### config.mk
export PLATFORM = sky130hd
export DESIGN_NAME = frame_window_accumulator
export DESIGN_NICKNAME = d
export VERILOG_FILES = /design/src/rtl/fwa_pkg.sv /design/src/rtl/window_region_decode.sv /design/src/rtl/frame_window_accumulator.sv
export SDC_FILE = /design/constraint.sdc
export NUM_CORES = 1
export LEC_CHECK = 0
export ABC_AREA = 1
export CAP_MARGIN = 20
export CORE_AREA = 2 2 86 88
export CTS_CLUSTER_SIZE = 12
export DETAILED_ROUTE_END_ITERATION = 8
export DIE_AREA = 0 0 88 90
export PLACE_DENSITY = 0.76
export SLEW_MARGIN = 20
export SYNTH_ARGS = -nofsm -noshare
export SYNTH_HDL_FRONTEND = slang
export SYNTH_SLANG_ARGS = --single-unit
### constraint.sdc
create_clock -name iCLK -period 1.7 [get_ports iCLK]
set_clock_uncertainty 0.05 [all_clocks]
set_input_delay 0.34 -clock iCLK [delete_from_list [all_inputs] [get_ports iCLK]]
set_output_delay 0.34 -clock iCLK [all_outputs]
set_load 0.02 [all_outputs]
### src/rtl/fwa_pkg.sv
// Shared types and widths for the frame window accumulator.
// Latency: n/a (declarations only).
// Backpressure: n/a; the pixel stream is never stalled.
package fwa_pkg;

  localparam int ACC_W = 20;  // window accumulator width
  localparam int POS_W = 13;  // pixel coordinate width
  localparam int CNT_W = 16;  // completed-frame counter width
  localparam int CMP_W = 14;  // one spare bit so WIN_X0+WIN_W cannot wrap

  typedef enum logic [1:0] {
    IDLE    = 2'd0,
    ACCUM   = 2'd1,
    PUBLISH = 2'd2
  } fwa_state_t;

  // Zero-extend a coordinate to the comparison width.
  function automatic logic [CMP_W-1:0] to_cmp(input logic [POS_W-1:0] v);
    return {1'b0, v};
  endfunction

endpackage

### src/rtl/window_region_decode.sv
// Classifies a pixel coordinate against the active area, the window and its outline.
// Latency: purely combinational.
// Backpressure: none; evaluates whatever coordinate is presented.
//   x_pos, y_pos : pixel column / row
//   in_active    : coordinate lies inside the active picture
//   in_window    : coordinate lies inside the accumulation window
//   on_outline   : coordinate lies on the one-pixel window border
//   is_origin    : coordinate is (0,0), the first pixel of a frame
//   is_last      : coordinate is the last active pixel of a frame
module window_region_decode
  import fwa_pkg::*;
#(
  parameter int WIN_X0   = 288,
  parameter int WIN_Y0   = 208,
  parameter int WIN_W    = 64,
  parameter int WIN_H    = 64,
  parameter int H_ACTIVE = 640,
  parameter int V_ACTIVE = 480
) (
  input  logic [POS_W-1:0] x_pos,
  input  logic [POS_W-1:0] y_pos,
  output logic             in_active,
  output logic             in_window,
  output logic             on_outline,
  output logic             is_origin,
  output logic             is_last
);

  // Window edges: *_END is exclusive, *_LAST is the final inclusive column/row.
  localparam logic [CMP_W-1:0] X_FIRST = CMP_W'(WIN_X0);
  localparam logic [CMP_W-1:0] X_END   = CMP_W'(WIN_X0 + WIN_W);
  localparam logic [CMP_W-1:0] X_LAST  = CMP_W'(WIN_X0 + WIN_W - 1);
  localparam logic [CMP_W-1:0] Y_FIRST = CMP_W'(WIN_Y0);
  localparam logic [CMP_W-1:0] Y_END   = CMP_W'(WIN_Y0 + WIN_H);
  localparam logic [CMP_W-1:0] Y_LAST  = CMP_W'(WIN_Y0 + WIN_H - 1);
  localparam logic [CMP_W-1:0] H_END   = CMP_W'(H_ACTIVE);
  localparam logic [CMP_W-1:0] V_END   = CMP_W'(V_ACTIVE);
  localparam logic [CMP_W-1:0] H_LAST  = CMP_W'(H_ACTIVE - 1);
  localparam logic [CMP_W-1:0] V_LAST  = CMP_W'(V_ACTIVE - 1);

  logic [CMP_W-1:0] x_c;
  logic [CMP_W-1:0] y_c;
  logic             in_cols;
  logic             in_rows;

  always_comb begin
    x_c        = to_cmp(x_pos);
    y_c        = to_cmp(y_pos);
    in_cols    = (x_c >= X_FIRST) && (x_c < X_END);
    in_rows    = (y_c >= Y_FIRST) && (y_c < Y_END);
    in_active  = (x_c < H_END) && (y_c < V_END);
    in_window  = in_cols && in_rows;
    on_outline = (in_rows && ((x_c == X_FIRST) || (x_c == X_LAST))) ||
                 (in_cols && ((y_c == Y_FIRST) || (y_c == Y_LAST)));
    is_origin  = (x_c == '0) && (y_c == '0);
    is_last    = (x_c == H_LAST) && (y_c == V_LAST);
  end

endmodule

### src/rtl/frame_window_accumulator.sv
// Counts white pixels inside a fixed window per frame and publishes the total plus a threshold flag.
// Latency: oIS_BOUND 1 cycle after the pixel; oSUM_VALID 2 edges after the edge sampling the last pixel.
// Backpressure: none; pixels arriving while publishing or outside the active area are dropped.
//   iCLK, iRST_N            : pixel clock, async active-low reset
//   iPIX_VALID/iX_POS/iY_POS/iBIN : pixel qualifier, coordinates, binarized value
//   oIS_BOUND               : previous pixel lies on the window outline
//   oSUM/oCLASSIFIED        : last completed window count and (count > THRESH)
//   oSUM_VALID              : one-cycle strobe when oSUM/oCLASSIFIED update
//   oFRAME_CNT              : completed-frame counter, wraps silently
module frame_window_accumulator
  import fwa_pkg::*;
#(
  parameter int WIN_X0   = 288,
  parameter int WIN_Y0   = 208,
  parameter int WIN_W    = 64,
  parameter int WIN_H    = 64,
  parameter int H_ACTIVE = 640,
  parameter int V_ACTIVE = 480,
  parameter int THRESH   = 2048
) (
  input  logic             iCLK,
  input  logic             iRST_N,
  input  logic             iPIX_VALID,
  input  logic [POS_W-1:0] iX_POS,
  input  logic [POS_W-1:0] iY_POS,
  input  logic             iBIN,
  output logic             oIS_BOUND,
  output logic [31:0]      oSUM,
  output logic             oSUM_VALID,
  output logic             oCLASSIFIED,
  output logic [CNT_W-1:0] oFRAME_CNT
);

  localparam logic [ACC_W-1:0] THRESH_A = ACC_W'(THRESH);

  logic in_active;
  logic in_window;
  logic on_outline;
  logic is_origin;
  logic is_last;

  window_region_decode #(
    .WIN_X0  (WIN_X0),
    .WIN_Y0  (WIN_Y0),
    .WIN_W   (WIN_W),
    .WIN_H   (WIN_H),
    .H_ACTIVE(H_ACTIVE),
    .V_ACTIVE(V_ACTIVE)
  ) u_decode (
    .x_pos     (iX_POS),
    .y_pos     (iY_POS),
    .in_active (in_active),
    .in_window (in_window),
    .on_outline(on_outline),
    .is_origin (is_origin),
    .is_last   (is_last)
  );

  // Decoded pixel stage: the FSM works on these one cycle after sampling,
  // which is what sets the two-edge publish latency.
  logic pix_vld_q;  // valid and inside the active area
  logic origin_q;
  logic last_q;
  logic hit_q;      // white and inside the window

  always_ff @(posedge iCLK or negedge iRST_N) begin
    if (!iRST_N) begin
      pix_vld_q <= 1'b0;
      origin_q  <= 1'b0;
      last_q    <= 1'b0;
      hit_q     <= 1'b0;
      oIS_BOUND <= 1'b0;
    end else begin
      pix_vld_q <= iPIX_VALID && in_active;
      origin_q  <= is_origin;
      last_q    <= is_last;
      hit_q     <= in_window && iBIN;
      oIS_BOUND <= iPIX_VALID && on_outline;
    end
  end

  fwa_state_t       state_q;
  fwa_state_t       state_d;
  logic [ACC_W-1:0] acc_q;
  logic [ACC_W-1:0] acc_d;
  logic             publish;

  always_comb begin
    state_d = state_q;
    acc_d   = acc_q;
    publish = 1'b0;
    case (state_q)
      IDLE: begin
        if (pix_vld_q && origin_q) begin
          state_d = ACCUM;
          acc_d   = ACC_W'(hit_q);
        end
      end
      ACCUM: begin
        if (pix_vld_q) begin
          if (origin_q) begin
            // A fresh frame start aborts the partial one.
            acc_d = ACC_W'(hit_q);
          end else begin
            acc_d = acc_q + ACC_W'(hit_q);
            if (last_q) begin
              state_d = PUBLISH;
            end
          end
        end
      end
      PUBLISH: begin
        publish = 1'b1;
        acc_d   = '0;
        state_d = IDLE;
      end
      default: begin
        acc_d   = '0;
        state_d = IDLE;
      end
    endcase
  end

  always_ff @(posedge iCLK or negedge iRST_N) begin
    if (!iRST_N) begin
      state_q     <= IDLE;
      acc_q       <= '0;
      oSUM        <= '0;
      oSUM_VALID  <= 1'b0;
      oCLASSIFIED <= 1'b0;
      oFRAME_CNT  <= '0;
    end else begin
      state_q    <= state_d;
      acc_q      <= acc_d;
      oSUM_VALID <= publish;
      if (publish) begin
        oSUM        <= 32'(acc_q);
        oCLASSIFIED <= acc_q > THRESH_A;
        oFRAME_CNT  <= oFRAME_CNT + CNT_W'(1);
      end
    end
  end

endmodule

* Yosys cells after proc, flatten, opt, wreduce, memory -nomap -nowiden
Cells that the tools add are included.
** Operators by class
- $mul :: 0
- $lt $le $gt $ge :: 7
- Reduce and logical (&&, ||, !) cells :: 20
- Div/mod/pow operators :: 0
- Eq/ne operators :: 12
- Shifts and indexed selects :: 0
- Muxes and demuxes :: 10
- Bitwise logic cells :: 0
- $add $sub $neg :: 2
** Operators by type and width (number)
- 20-bit 2-to-1 mux :: 3
- 13-bit by 9-bit equality test with 1-bit output (second input constant) :: 4
- 20-bit one-hot mux with 2 select lines :: 1
- 13-bit by 9-bit less-than comparator with 1-bit output (second input constant) :: 3
- 13-bit logical NOT :: 2
- 20-bit by 1-bit adder with 20-bit output :: 1
- 20-bit by 12-bit greater-than comparator with 1-bit output (second input constant) :: 1
- 16-bit by 1-bit adder with 16-bit output (second input constant) :: 1
- 13-bit by 10-bit equality test with 1-bit output (second input constant) :: 1
- 13-bit by 8-bit equality test with 1-bit output (second input constant) :: 1
- 13-bit by 8-bit greater-or-equal comparator with 1-bit output (second input constant) :: 1
- 13-bit by 9-bit greater-or-equal comparator with 1-bit output (second input constant) :: 1
- 13-bit by 10-bit less-than comparator with 1-bit output (second input constant) :: 1
- 1-bit logical AND :: 12
- 2-bit 2-to-1 mux :: 4
- 2-bit inequality test (second input constant) :: 4
- 2-bit one-hot mux with 2 select lines :: 1
- 4-bit AND reduction :: 1
- 1-bit logical OR :: 3
- 2-bit by 1-bit equality test with 1-bit output (second input constant) :: 1
- 2-bit equality test (second input constant) :: 1
- 2-bit logical NOT :: 1
- 2-bit AND reduction :: 1
- 1-bit 2-to-1 mux :: 1
** Storage, ports and cells
- Input bits :: 30
- Bits in latches :: 0
- Bits in writable memories :: 0
- Flip-flop bits (word level) :: 65
- Memories :: 0
- Output and inout bits :: 51
- Word-level logic and storage cells :: 62
- Bits in read-only memories :: 0

* Longest topological paths before layout
- Depth in word-level cells :: 5
- Depth in mapped cells :: 11
- Gate-level depth less buffers :: 11

* By module
Synthesis repeated with hierarchy kept, for this count alone.
** Unflattened totals
- Cells, all modules :: 468
- Area total of the unflattened synthesis :: 3502.1 µm²
** By module, submodules not included
- frame_window_accumulator :: cells each 393, times used 1, sequential area each 1626.6 µm², area an instance 3169.3 µm²
- window_region_decode :: cells each 75, times used 1, sequential area each 0.0 µm², area an instance 332.8 µm²

* Least setup slack after synthesis
Ideal clock, no wire load.
- Kind :: register to register
- Start :: reg oFRAME_CNT[1]
- End :: reg oFRAME_CNT[14]
- Arrival :: 1338 ps
- Path buffers :: 0
- Clock period less this slack :: 1518 ps
- Slack :: 182 ps
- Cell stages (with the launch flop) :: 8
- Cell sequence :: dfrtp_1 > ha_1 > nand3_1 > nor2_2 > nand3_1 > nor2_2 > nand3_1 > xnor2_1
** Between the ends
- Word-level cells in the longest chain between the ends :: 1
** RTL lines
- start: declaration :: RTL line frame_window_accumulator.sv:31 : output logic [CNT_W-1:0] oFRAME_CNT
- start signal: assignment :: RTL line frame_window_accumulator.sv:139 : oFRAME_CNT <= oFRAME_CNT + CNT_W'(1);
- 16-bit by 1-bit adder with 16-bit output :: RTL line frame_window_accumulator.sv:139
No other way between the ends.
A chain may end at the register's enable or synchronous reset.

* Final worst setup path
- Start :: reg oSUM_VALID
- End :: out oSUM_VALID
** RTL lines
- start: declaration :: RTL line frame_window_accumulator.sv:29 : output logic oSUM_VALID,
- start signal: assignment :: RTL line frame_window_accumulator.sv:135 : oSUM_VALID <= publish;
No word-level cell between the ends.

==> qor.csv <==
metric;value;unit
outcome;complete, no violations;
dpl.hpwl;5.61;mm
vias_per_cell;4.91;
synth_edf_count;0;
final_nets;554;
synth_cell_types;28;
drt_iter0_drc;222;
finalMaxSlewViolations;0;
die_x;88;um
syn_area;3380;um^2
synth_area_leader_cell;dfrtp_1;
dr.pass1.iters;4;
grt_pass1_wl;12.8;mm
dp.cells;607;
h-tree-depth;3;
gr-total-overflow;0;
routed_wl;7.59;mm
num_vias;3066;
synth_cells;434;
path_buf_inv;1;
ioPinCount;81;
crit_fanout;1;
grt_start_max_net_pins;66;
diodes;0;
cts_root_buf;clkbuf_8;
yosysWarnings;0;
critPathMaxStageDelay;0.59;ns
end_kind;output port;
clock-sinks;65;
clockBufferDepth;2;
rows;31;
gp_congestion;0.873;
hold_ws;0.429;ns
grt_usage;20.4;%
leakage;0.00236;uW
antenna_found_initial;0;
arrival;1.26;ns
fmax;0.606;GHz
clkSlewWorstSetupHoldPaths;0.07;ns
hold_path.class;register to register;
clk_latency;0.35;ns
fin_crit_sh;97.0;%
cts_made_buffers;9;
cp_top_family;buffers and inverters;
final_cells;625;
worstPathCellList;clkdlybuf4s50_1;
synth-main-ff-cell;dfrtp_1;
postSynthAreaPerCell;7.80;um^2
wl_per_cell;12.1;um
grt_pass1_vias;2944;
die_h;90;um
synth_most_common_cell;nand2_1;
worst_ir_drop_vdd;413;uV
ys_seq_elements;65;
final_util;63.4;%
ys_async_sr_fraction;100;%
design_area;4450;um^2
cp_slowest_cell;clkdlybuf4s50_1;
layout-drive-gt1-share;9.51;%
min_period;1.65;ns
worstSetupPathType;register to output port;
max-cap-violations;0;
dieArea;7920;um^2
synthTopCellsByArea;dfrtp_1, nand2_1, inv_1, nor2_1, o21ai_0;
start_kind;register;
setup_violations;0;
drc;0;
cp_data_required_time;1.31;ns
tritoncts;yes;
coreArea;7020;um^2
place_area;4220;um^2
power_density;685;nW/um^2
antenna_left;0;
yosysSeqAreaShare;48.1;%
hold_viol_final;0;
start_util;48.2;%
rsz0062_at_grt;yes;
ys_top_cells_by_count;nand2_1, dfrtp_1, inv_1;
portBuffers;68;
synth_top_area_share;48.1;%
area_delta_synth_final;31.4;%
[per-layer routing]
layer  up-vias  share of wire (%)  global-route usage, %
met3        17                4.4                   4.68
met5         -                  0                      0
met4         0                2.3                   8.59
li1       1539                  -                      -
met2        80                 48                   32.4
met1      1430                 45                   26.5
[flip-flops by register name (all words and copies together) (netlist names), 2 cells and up]
register	flops
state_q	2
acc_q	20
oSUM	20
oFRAME_CNT	16
[cells by family (layout without fill, tap and decap cells)]
| kind of cell | after synthesis | in the layout | share of synthesized area, % |
|---|---|---|---|
| fa+ha+maj | 3 | 3 | 1.11 |
| buf+inv | 74 | 155 | 9.65 |
| other cells | 1 | 12 | 0.111 |
| xor+xnor | 14 | 14 | 3.62 |
| compound gates | 43 | 43 | 6.54 |
| flops | 65 | 65 | 48.1 |
| simple gates | 234 | 234 | 30.9 |
[power by group]
part           leakage, uW  internal [uW]  switching [uW]  total, uW
Sequential        0.000909           1550          0.0376       1550
Combinational      0.00136           75.0            90.1        165
Clock            0.0000949            718             618       1340
[cells in the final DEF, fill, tap and decap left out, types with 2 or more instances in the layout]
master	instances
a21oi_1	9
buf_4	12
clkbuf_8	10
clkdlybuf4s50_1	29
clkinvlp_4	3
conb_1	12
dfrtp_1	65
dlygate4sd2_1	35
dlymetal6s2s_1	3
inv_1	56
nand2_1	114
nand2_2	4
nand3_1	23
nand4_1	8
nor2_1	44
nor2_2	4
nor2_4	3
nor3_1	19
nor3_2	2
nor4_1	6
o21ai_0	32
xnor2_1	3
xor2_1	11
[tightest hold or removal path: stages, from the launching register on]
cell and delay, ns:
dfrtp_1 0.34, nand2_1 0.05, o21ai_0 0.06
[final timing paths]
kind | startpoint | endpoint | slack (ns) | depth (start not counted)
worst max-delay path | oSUM_VALID | oSUM_VALID | 0.05 | 1
max in group asynchronous | iRST_N | oSUM[5] | 0.83 | 3
worst min register to register | oSUM[13] | oSUM[13] | 0.43 | 2
min in group asynchronous | iRST_N | oFRAME_CNT[14] | 0.48 | 3
worst max register to register | acc_q[0] | acc_q[14] | 0.09 | 11
worst min-delay path | oSUM[13] | oSUM[13] | 0.43 | 2
[what timing repair did]
item | CTS | global route
buffers inserted | 0 | 1
hold endpoints to repair | 65 | 0
pin swaps | 0 | 2
resized for setup | 35 | 13
endpoints found under the setup margin | 35 | 8
hold buffers | 1 | 0
[stage by stage]
step / total power [uW] / worst slack, ns / TNS, ns
after floorplan: 1650 / 0.182 / 0
after global placement: 1740 / -0.0228 / -0.0228
after detailed placement: 1740 / -0.0694 / -0.0694
after CTS: 3080 / 0.00102 / 0
after global routing: 3170 / -0.0362 / -0.0710
final: 3050 / 0.0506 / 0
[cell type report]
type                    instances  area (um^2)
repair buffers                 82          759
flip-flops and latches         65         1630
well taps                      99          124
inverters                      57          214
multi-input cells             306         1520
clock buffers                  10          138
clock inverters                 6         66.3
fillers                       605         2570
No activity file was read; power rests on OpenSTA's default activity.
